<file path="src/rtl/aes_128_subbytes_if.sv">
// -----------------------------------------------------------------------------
// aes_128_subbytes_if
// Bus between the SubBytes sequencer and the dual-port S-box BRAM.
//   clka, clkb             : S-box port clocks (driven from the sequencer clock)
//   sbox_addra, sbox_addrb : read addresses, port A = even byte, port B = odd byte
//   sbox_wea, sbox_web     : write enables (always 0, the table is read-only here)
//   sbox_dia, sbox_dib     : write data (always 0)
//   sbox_kill              : synchronous abort forwarded to the S-box
//   sbox_doa, sbox_dob     : read data returned by the S-box
// Modports: master = sequencer side, slave = S-box side.
// -----------------------------------------------------------------------------
interface aes_128_subbytes_if;
    logic       clka;
    logic       clkb;
    logic [7:0] sbox_addra;
    logic [7:0] sbox_addrb;
    logic       sbox_wea;
    logic       sbox_web;
    logic [7:0] sbox_dia;
    logic [7:0] sbox_dib;
    logic       sbox_kill;
    logic [7:0] sbox_doa;
    logic [7:0] sbox_dob;

    modport master (
        output clka, clkb, sbox_addra, sbox_addrb, sbox_wea, sbox_web,
               sbox_dia, sbox_dib, sbox_kill,
        input  sbox_doa, sbox_dob
    );

    modport slave (
        input  clka, clkb, sbox_addra, sbox_addrb, sbox_wea, sbox_web,
               sbox_dia, sbox_dib, sbox_kill,
        output sbox_doa, sbox_dob
    );
endinterface

</file>
<file path="src/rtl/aes_128_subbytes.sv">
// -----------------------------------------------------------------------------
// aes_128_subbytes
// Sequencer for the AES-128 SubBytes step. A 128-bit state is streamed through
// a dual-port S-box BRAM two bytes per cycle (port A = even byte, port B = odd
// byte) and the substituted bytes are reassembled into data_out.
//
// Optional macro AES_SUBBYTES_SHIFTROWS_EN: when defined, ShiftRows is folded
// into the data_out load as pure wiring (no latency change).
//
// Parameters:
//   SBOX_LATENCY : S-box read latency, 1 or 2 cycles (2 = output-registered BRAM)
// Ports:
//   clk       : clock, also forwarded to S-box clka/clkb
//   rst_n     : asynchronous active-low reset
//   kill      : synchronous abort, active high, priority over start
//   start     : request to process data_in, honoured only when busy = 0
//   data_in   : input state, byte i = data_in[127-8i -: 8]
//   busy      : operation in progress
//   done      : one-cycle pulse, data_out valid from this cycle on
//   data_out  : result, held until the next done or kill
//   sbox      : S-box bus (master side)
// -----------------------------------------------------------------------------
module aes_128_subbytes #(
    parameter int SBOX_LATENCY = 1
) (
    input  logic                      clk,
    input  logic                      rst_n,
    input  logic                      kill,
    input  logic                      start,
    input  logic [127:0]              data_in,
    output logic                      busy,
    output logic                      done,
    output logic [127:0]              data_out,
    aes_128_subbytes_if.master        sbox
);

    typedef enum logic [1:0] {IDLE, ISSUE, DRAIN} fsm_t;

    fsm_t                          fsm_reg;
    logic [127:0]                  state_reg;
    logic [127:0]                  result_reg;
    logic [2:0]                    cnt_reg;
    logic [7:0]                    addra_reg;
    logic [7:0]                    addrb_reg;
    // Tag of the pair whose address is currently on the S-box bus.
    logic                          issue_vld_reg;
    logic [2:0]                    issue_idx_reg;
    // Tags follow the pair through the S-box read latency.
    logic [SBOX_LATENCY-1:0]       pipe_vld_reg;
    logic [SBOX_LATENCY-1:0][2:0]  pipe_idx_reg;

    logic                          cap_vld;
    logic [2:0]                    cap_idx;
    logic [127:0]                  merged;
    logic [127:0]                  final_res;
    logic [7:0]                    state_bytes [16];

    assign cap_vld = pipe_vld_reg[SBOX_LATENCY-1];
    assign cap_idx = pipe_idx_reg[SBOX_LATENCY-1];

    assign sbox.clka       = clk;
    assign sbox.clkb       = clk;
    assign sbox.sbox_addra = addra_reg;
    assign sbox.sbox_addrb = addrb_reg;
    assign sbox.sbox_wea   = 1'b0;
    assign sbox.sbox_web   = 1'b0;
    assign sbox.sbox_dia   = 8'h00;
    assign sbox.sbox_dib   = 8'h00;
    assign sbox.sbox_kill  = kill;

    genvar gi;
    generate
        for (gi = 0; gi < 16; gi++) begin : g_bytes
            assign state_bytes[gi] = state_reg[127-8*gi -: 8];
        end

        // Result with the pair arriving this cycle already merged in, so the
        // final pair can be loaded into data_out on the same edge it lands.
        for (gi = 0; gi < 8; gi++) begin : g_merge
            assign merged[127-16*gi -: 16] = (cap_vld && cap_idx == 3'(gi)) ?
                {sbox.sbox_doa, sbox.sbox_dob} : result_reg[127-16*gi -: 16];
        end

`ifdef AES_SUBBYTES_SHIFTROWS_EN
        // Output byte r+4c comes from substituted byte r+4((c+r) mod 4).
        for (gi = 0; gi < 16; gi++) begin : g_shift_rows
            localparam int R   = gi % 4;
            localparam int C   = gi / 4;
            localparam int SRC = R + 4 * ((C + R) % 4);
            assign final_res[127-8*gi -: 8] = merged[127-8*SRC -: 8];
        end
`else
        assign final_res = merged;
`endif
    endgenerate

    always_ff @(posedge clk or negedge rst_n) begin
        if (!rst_n) begin
            fsm_reg       <= IDLE;
            state_reg     <= '0;
            result_reg    <= '0;
            cnt_reg       <= '0;
            addra_reg     <= '0;
            addrb_reg     <= '0;
            issue_vld_reg <= 1'b0;
            issue_idx_reg <= '0;
            pipe_vld_reg  <= '0;
            pipe_idx_reg  <= '0;
            busy          <= 1'b0;
            done          <= 1'b0;
            data_out      <= '0;
        end else if (kill) begin
            // Addresses deliberately keep their last value.
            fsm_reg       <= IDLE;
            cnt_reg       <= '0;
            issue_vld_reg <= 1'b0;
            pipe_vld_reg  <= '0;
            busy          <= 1'b0;
            done          <= 1'b0;
            data_out      <= '0;
        end else begin
            done          <= 1'b0;
            issue_vld_reg <= 1'b0;
            result_reg    <= merged;
            pipe_vld_reg[0] <= issue_vld_reg;
            pipe_idx_reg[0] <= issue_idx_reg;
            for (int i = 1; i < SBOX_LATENCY; i++) begin
                pipe_vld_reg[i] <= pipe_vld_reg[i-1];
                pipe_idx_reg[i] <= pipe_idx_reg[i-1];
            end

            case (fsm_reg)
                IDLE: begin
                    if (start) begin
                        // Pair 0 goes straight from data_in; the rest come
                        // from the latched copy.
                        state_reg     <= data_in;
                        addra_reg     <= data_in[127:120];
                        addrb_reg     <= data_in[119:112];
                        issue_vld_reg <= 1'b1;
                        issue_idx_reg <= 3'd0;
                        cnt_reg       <= 3'd1;
                        busy          <= 1'b1;
                        fsm_reg       <= ISSUE;
                    end
                end
                ISSUE: begin
                    addra_reg     <= state_bytes[{cnt_reg, 1'b0}];
                    addrb_reg     <= state_bytes[{cnt_reg, 1'b1}];
                    issue_vld_reg <= 1'b1;
                    issue_idx_reg <= cnt_reg;
                    cnt_reg       <= cnt_reg + 3'd1;
                    if (cnt_reg == 3'd7) begin
                        fsm_reg <= DRAIN;
                    end
                end
                DRAIN: begin
                    if (cap_vld && cap_idx == 3'd7) begin
                        data_out <= final_res;
                        done     <= 1'b1;
                        busy     <= 1'b0;
                        fsm_reg  <= IDLE;
                    end
                end
                default: fsm_reg <= IDLE;
            endcase
        end
    end

endmodule
</file>
<file path="src/flat_wrapper.sv">
// flat-port wrapper written by rule: the top's interface ports become plain ports
module aes_128_subbytes_flat 
#(
    parameter int SBOX_LATENCY = 1
)
  (clk, rst_n, kill, start, data_in, busy, done, data_out, sbox_clka, sbox_clkb, sbox_sbox_addra, sbox_sbox_addrb, sbox_sbox_wea, sbox_sbox_web, sbox_sbox_dia, sbox_sbox_dib, sbox_sbox_kill, sbox_sbox_doa, sbox_sbox_dob);
  aes_128_subbytes_if sbox_i ();
  input  logic clk;
  input  logic rst_n;
  input  logic kill;
  input  logic start;
  input  logic [127:0] data_in;
  output logic busy;
  output logic done;
  output logic [127:0] data_out;
  output wire logic [$bits(sbox_i.clka)-1:0] sbox_clka;
  output wire logic [$bits(sbox_i.clkb)-1:0] sbox_clkb;
  output wire logic [$bits(sbox_i.sbox_addra)-1:0] sbox_sbox_addra;
  output wire logic [$bits(sbox_i.sbox_addrb)-1:0] sbox_sbox_addrb;
  output wire logic [$bits(sbox_i.sbox_wea)-1:0] sbox_sbox_wea;
  output wire logic [$bits(sbox_i.sbox_web)-1:0] sbox_sbox_web;
  output wire logic [$bits(sbox_i.sbox_dia)-1:0] sbox_sbox_dia;
  output wire logic [$bits(sbox_i.sbox_dib)-1:0] sbox_sbox_dib;
  output wire logic [$bits(sbox_i.sbox_kill)-1:0] sbox_sbox_kill;
  input wire logic [$bits(sbox_i.sbox_doa)-1:0] sbox_sbox_doa;
  input wire logic [$bits(sbox_i.sbox_dob)-1:0] sbox_sbox_dob;
  assign sbox_clka = sbox_i.clka;
  assign sbox_clkb = sbox_i.clkb;
  assign sbox_sbox_addra = sbox_i.sbox_addra;
  assign sbox_sbox_addrb = sbox_i.sbox_addrb;
  assign sbox_sbox_wea = sbox_i.sbox_wea;
  assign sbox_sbox_web = sbox_i.sbox_web;
  assign sbox_sbox_dia = sbox_i.sbox_dia;
  assign sbox_sbox_dib = sbox_i.sbox_dib;
  assign sbox_sbox_kill = sbox_i.sbox_kill;
  assign sbox_i.sbox_doa = sbox_sbox_doa;
  assign sbox_i.sbox_dob = sbox_sbox_dob;
  aes_128_subbytes #(.SBOX_LATENCY(SBOX_LATENCY)) u_core (.clk(clk), .rst_n(rst_n), .kill(kill), .start(start), .data_in(data_in), .busy(busy), .done(done), .data_out(data_out), .sbox(sbox_i));
endmodule
</file>
<file path="config.mk">
export PLATFORM = sky130hd
export DESIGN_NAME = aes_128_subbytes_flat
export DESIGN_NICKNAME = d
export VERILOG_FILES = /design/src/rtl/aes_128_subbytes_if.sv /design/src/rtl/aes_128_subbytes.sv /design/src/flat_wrapper.sv
export SDC_FILE = /design/constraint.sdc
export NUM_CORES = 1
export LEC_CHECK = 0
export CAP_MARGIN = 20
export CORE_ASPECT_RATIO = 1.4
export CORE_MARGIN = 3
export CORE_UTILIZATION = 48
export DETAILED_ROUTE_END_ITERATION = 8
export PLACE_DENSITY = 0.73
export SLEW_MARGIN = 20
export SYNTH_ARGS = -nofsm -noshare
export SYNTH_HDL_FRONTEND = slang
export SYNTH_SLANG_ARGS = --single-unit
</file>
<file path="constraint.sdc">
create_clock -name clk -period 1.5 [get_ports clk]
set_input_delay 0.3 -clock clk [delete_from_list [all_inputs] [get_ports clk]]
set_output_delay 0.3 -clock clk [all_outputs]
set_load 0.05 [all_outputs]
</file>
==> metrics.txt <==
status=finished with violations; failing checks=negative setup slack; Boundary Pins=roughly 320; worst vdd ir=between 1000 and 1500 µV; PwrDens=1031 nW/µm²; CORE AREA=37,940 µm²; antenna cells=0; Critical Path End Type=register; layout cells sized above 1=0.4310; most used cell, CP=buf_12; WP data required=about 2000 ps; Iter 0 DRT Violations=about 1,100; Lkg Pwr=~0.012 µW; WL per Instance=25.33 µm; final period utilization=1.157; initial antenna violation count=0; DRC=0; delay-heaviest family, CP=flip-flops; # setup viols final=about 530; synthesized flop and latch total=about 400; EDFF count, synth=0; CTS tree=built; Synth top area share=0.5356; CP bufs+invs=2; Detailed Place HPWL=36.12 mm; most common cell in the netlist=dfrtp_1; Synth async-reset ratio=1.000; first-pass GRT wire length=~84 mm; TritonRoute pass-1 iters=6; crit path DAT=roughly 2300 ps; Slew @ Worst Pin=608.2 ps; post-detailed-route count of antenna-violating nets=0; Fmax=between 500 and 600 MHz; relative slew slack=0.5946; RSZ-0062 raised after global routing=yes; Design Power=~29,000 µW; ys flop type=dfrtp_1; dominant cell type by area after synthesis=dfrtp_1; crit path kind=reg -> reg; die area=around 41,000 µm²; CP startpoint kind=register; sequential area share after synthesis=0.5356; crit path max-delay cell type=dfrtp_4; Layout area overhead=48.66%; Clock Pin Slew Worst Setup and Hold Paths=60 ps; endpoints failing hold=0; vias in the first global route=about 14,000; fin util=0.7304; Synth Warn #=0; Starting Density=0.4913; final worst setup slack=-235.2 ps; CP max stage delay=500 ps; die height=roughly 240 µm; Slew Viols, Final=0; GP Congestion=0.8201; Cell Area, Synth=about 19,000 µm²; syn_area_per_cell=between 10 and 15 µm²; Die Wd=about 170 µm; # fillers=2,317; Max-Cap Viols=0; Synth Instances=approximately 1,400; CP max FO=12; Synth cell types=roughly 50; # rows=84; vias=13,860; worst-path cell chain=nor2_4 > and2_4 > buf_12 > buf_12 > mux2_2; GR Overflow Total=0; All-Layer GR Usage=0.2580; Fin Clk Skew=15.67 ps; largest cells by area after synthesis=dfrtp_1 54%, mux2_2 16%, mux2i_1 6.0%, a31oi_1 4.3%, a211oi_1 3.8%; fin crit period=1735 ps; number of port buffers=between 200 and 300; DRT Wirelength=58.79 mm; synth cell count leaders=399 x dfrtp_1, 265 x mux2_2, 128 x a31oi_1; via/cell ratio=~6.0; nets=roughly 1,900; largest net degree at the start of global routing=102; Min-Delay Path Class=in -> async; Worst-Skew Late Latency=670 ps
## power by group
group	switching, µW	internal, µW	leakage [µW]
Combinational	2300	2930	0.00606
Clock	4610	6180	0.000698
Sequential	711	11800	0.00518
## per-stage QoR
stage | std cells | area [µm²] | setup WS [ps] | hold slack (ps) | setup TNS, ps
detailed placement | 2183 | 24490 | -518.7 | 179.2 | -92160
global placement | 2183 | 24490 | -494.9 | 175.0 | -83220
CTS | 2279 | 26220 | -177.6 | 71.83 | -46220
global route | 2321 | 27710 | -283.6 | 104.0 | -76180
floorplan | 1426 | 18940 | -108.5 | 4.409 | -3140
finish | 2321 | 27710 | -235.2 | 84.37 | -54270
## cells by family (layout without fill, tap and decap cells)
logic type | Yosys count | after routing | synth area share
compound gates | 318 | 318 | 0.1189
mux | 404 | 404 | 0.2482
fa+ha+maj | 2 | 2 | 0.001342
simple gates | 108 | 111 | 0.03799
flops | 399 | 399 | 0.5356
buf+inv | 177 | 553 | 0.05766
other cells | 1 | 18 | 0.0002012
## layer usage
layer  vias up  GRT usage  share of wire
met2       591     0.4517           0.51
met4         0     0.1176          0.048
li1       6023          -              -
met1      7105     0.3063           0.38
met3       143    0.05614          0.064
met5         -          0              0
## worst reg2reg max path: cells and delay by family (launching register included)
family                 cells  cell delay (ps)
DFF                        1              500
buffers and inverters      2              320
muxes                      1              350
and+or+nand+nor            2              440
## path summary, 6_finish.rpt
| check | start | depth (start not counted) | slack (ps) | to |
|---|---|---|---|---|
| max | u_core.fsm_reg[1]$_DFFE_PN0P_ | 5 | -240 | u_core.state_bytes[40]$_DFFE_PN0P_ |
| min | rst_n | 2 | 80 | u_core.data_out[60]$_DFFE_PN0P_ |
| max reg2reg | u_core.fsm_reg[1]$_DFFE_PN0P_ | 5 | -240 | u_core.state_bytes[40]$_DFFE_PN0P_ |
| min reg2reg | u_core.issue_vld_reg$_DFF_PN0_ | 1 | 470 | u_core.cap_vld$_DFF_PN0_ |
| max in group asynchronous | rst_n | 3 | 710 | u_core.state_bytes[108]$_DFFE_PN0P_ |
| min in group clk | kill | 5 | 240 | u_core.issue_vld_reg$_DFF_PN0_ |
## placed cells by master, fill, tap and decap left out, types with 23 or more instances in the layout
| cell | netlist | final |
|---|---|---|
| a211oi_1 | 95 | 87 |
| a211oi_2 | 17 | 25 |
| a21oi_1 | 38 | 37 |
| a31oi_1 | 128 | 128 |
| buf_12 | 0 | 210 |
| buf_4 | 46 | 56 |
| buf_6 | 26 | 23 |
| clkbuf_16 | 0 | 61 |
| clkdlybuf4s50_1 | 0 | 145 |
| dfrtp_1 | 399 | 386 |
| mux2_2 | 265 | 115 |
| mux2_4 | 10 | 161 |
| mux2i_1 | 112 | 105 |
| nand2_1 | 39 | 33 |
## what timing repair did
| action | CTS | global route |
|---|---|---|
| buffers inserted | 16 | 21 |
| gates resized for setup | 43 | 217 |
| gates cloned | 3 | 22 |
| pin swaps | 4 | 43 |
| endpoints found under the setup margin | 536 | 537 |
| hold endpoints to repair | 399 | 0 |
| hold buffers | 1 | 0 |
## area by class of cell
cell class / instances / area [µm²] / share of cell area
clock buffers: 65 / 1296 / 0.04678
flip-flops and latches: 399 / 10000 / 0.3610
clock inverters: 13 / 105.1 / 0.003793
repair buffers: 472 / 7171 / 0.2588
well taps: 516 / 645.6 / 0.02330
multi-input cells: 853 / 8477 / 0.3059
inverters: 3 / 13.76 / 0.0004967
Power figures use the tool's default switching activity.
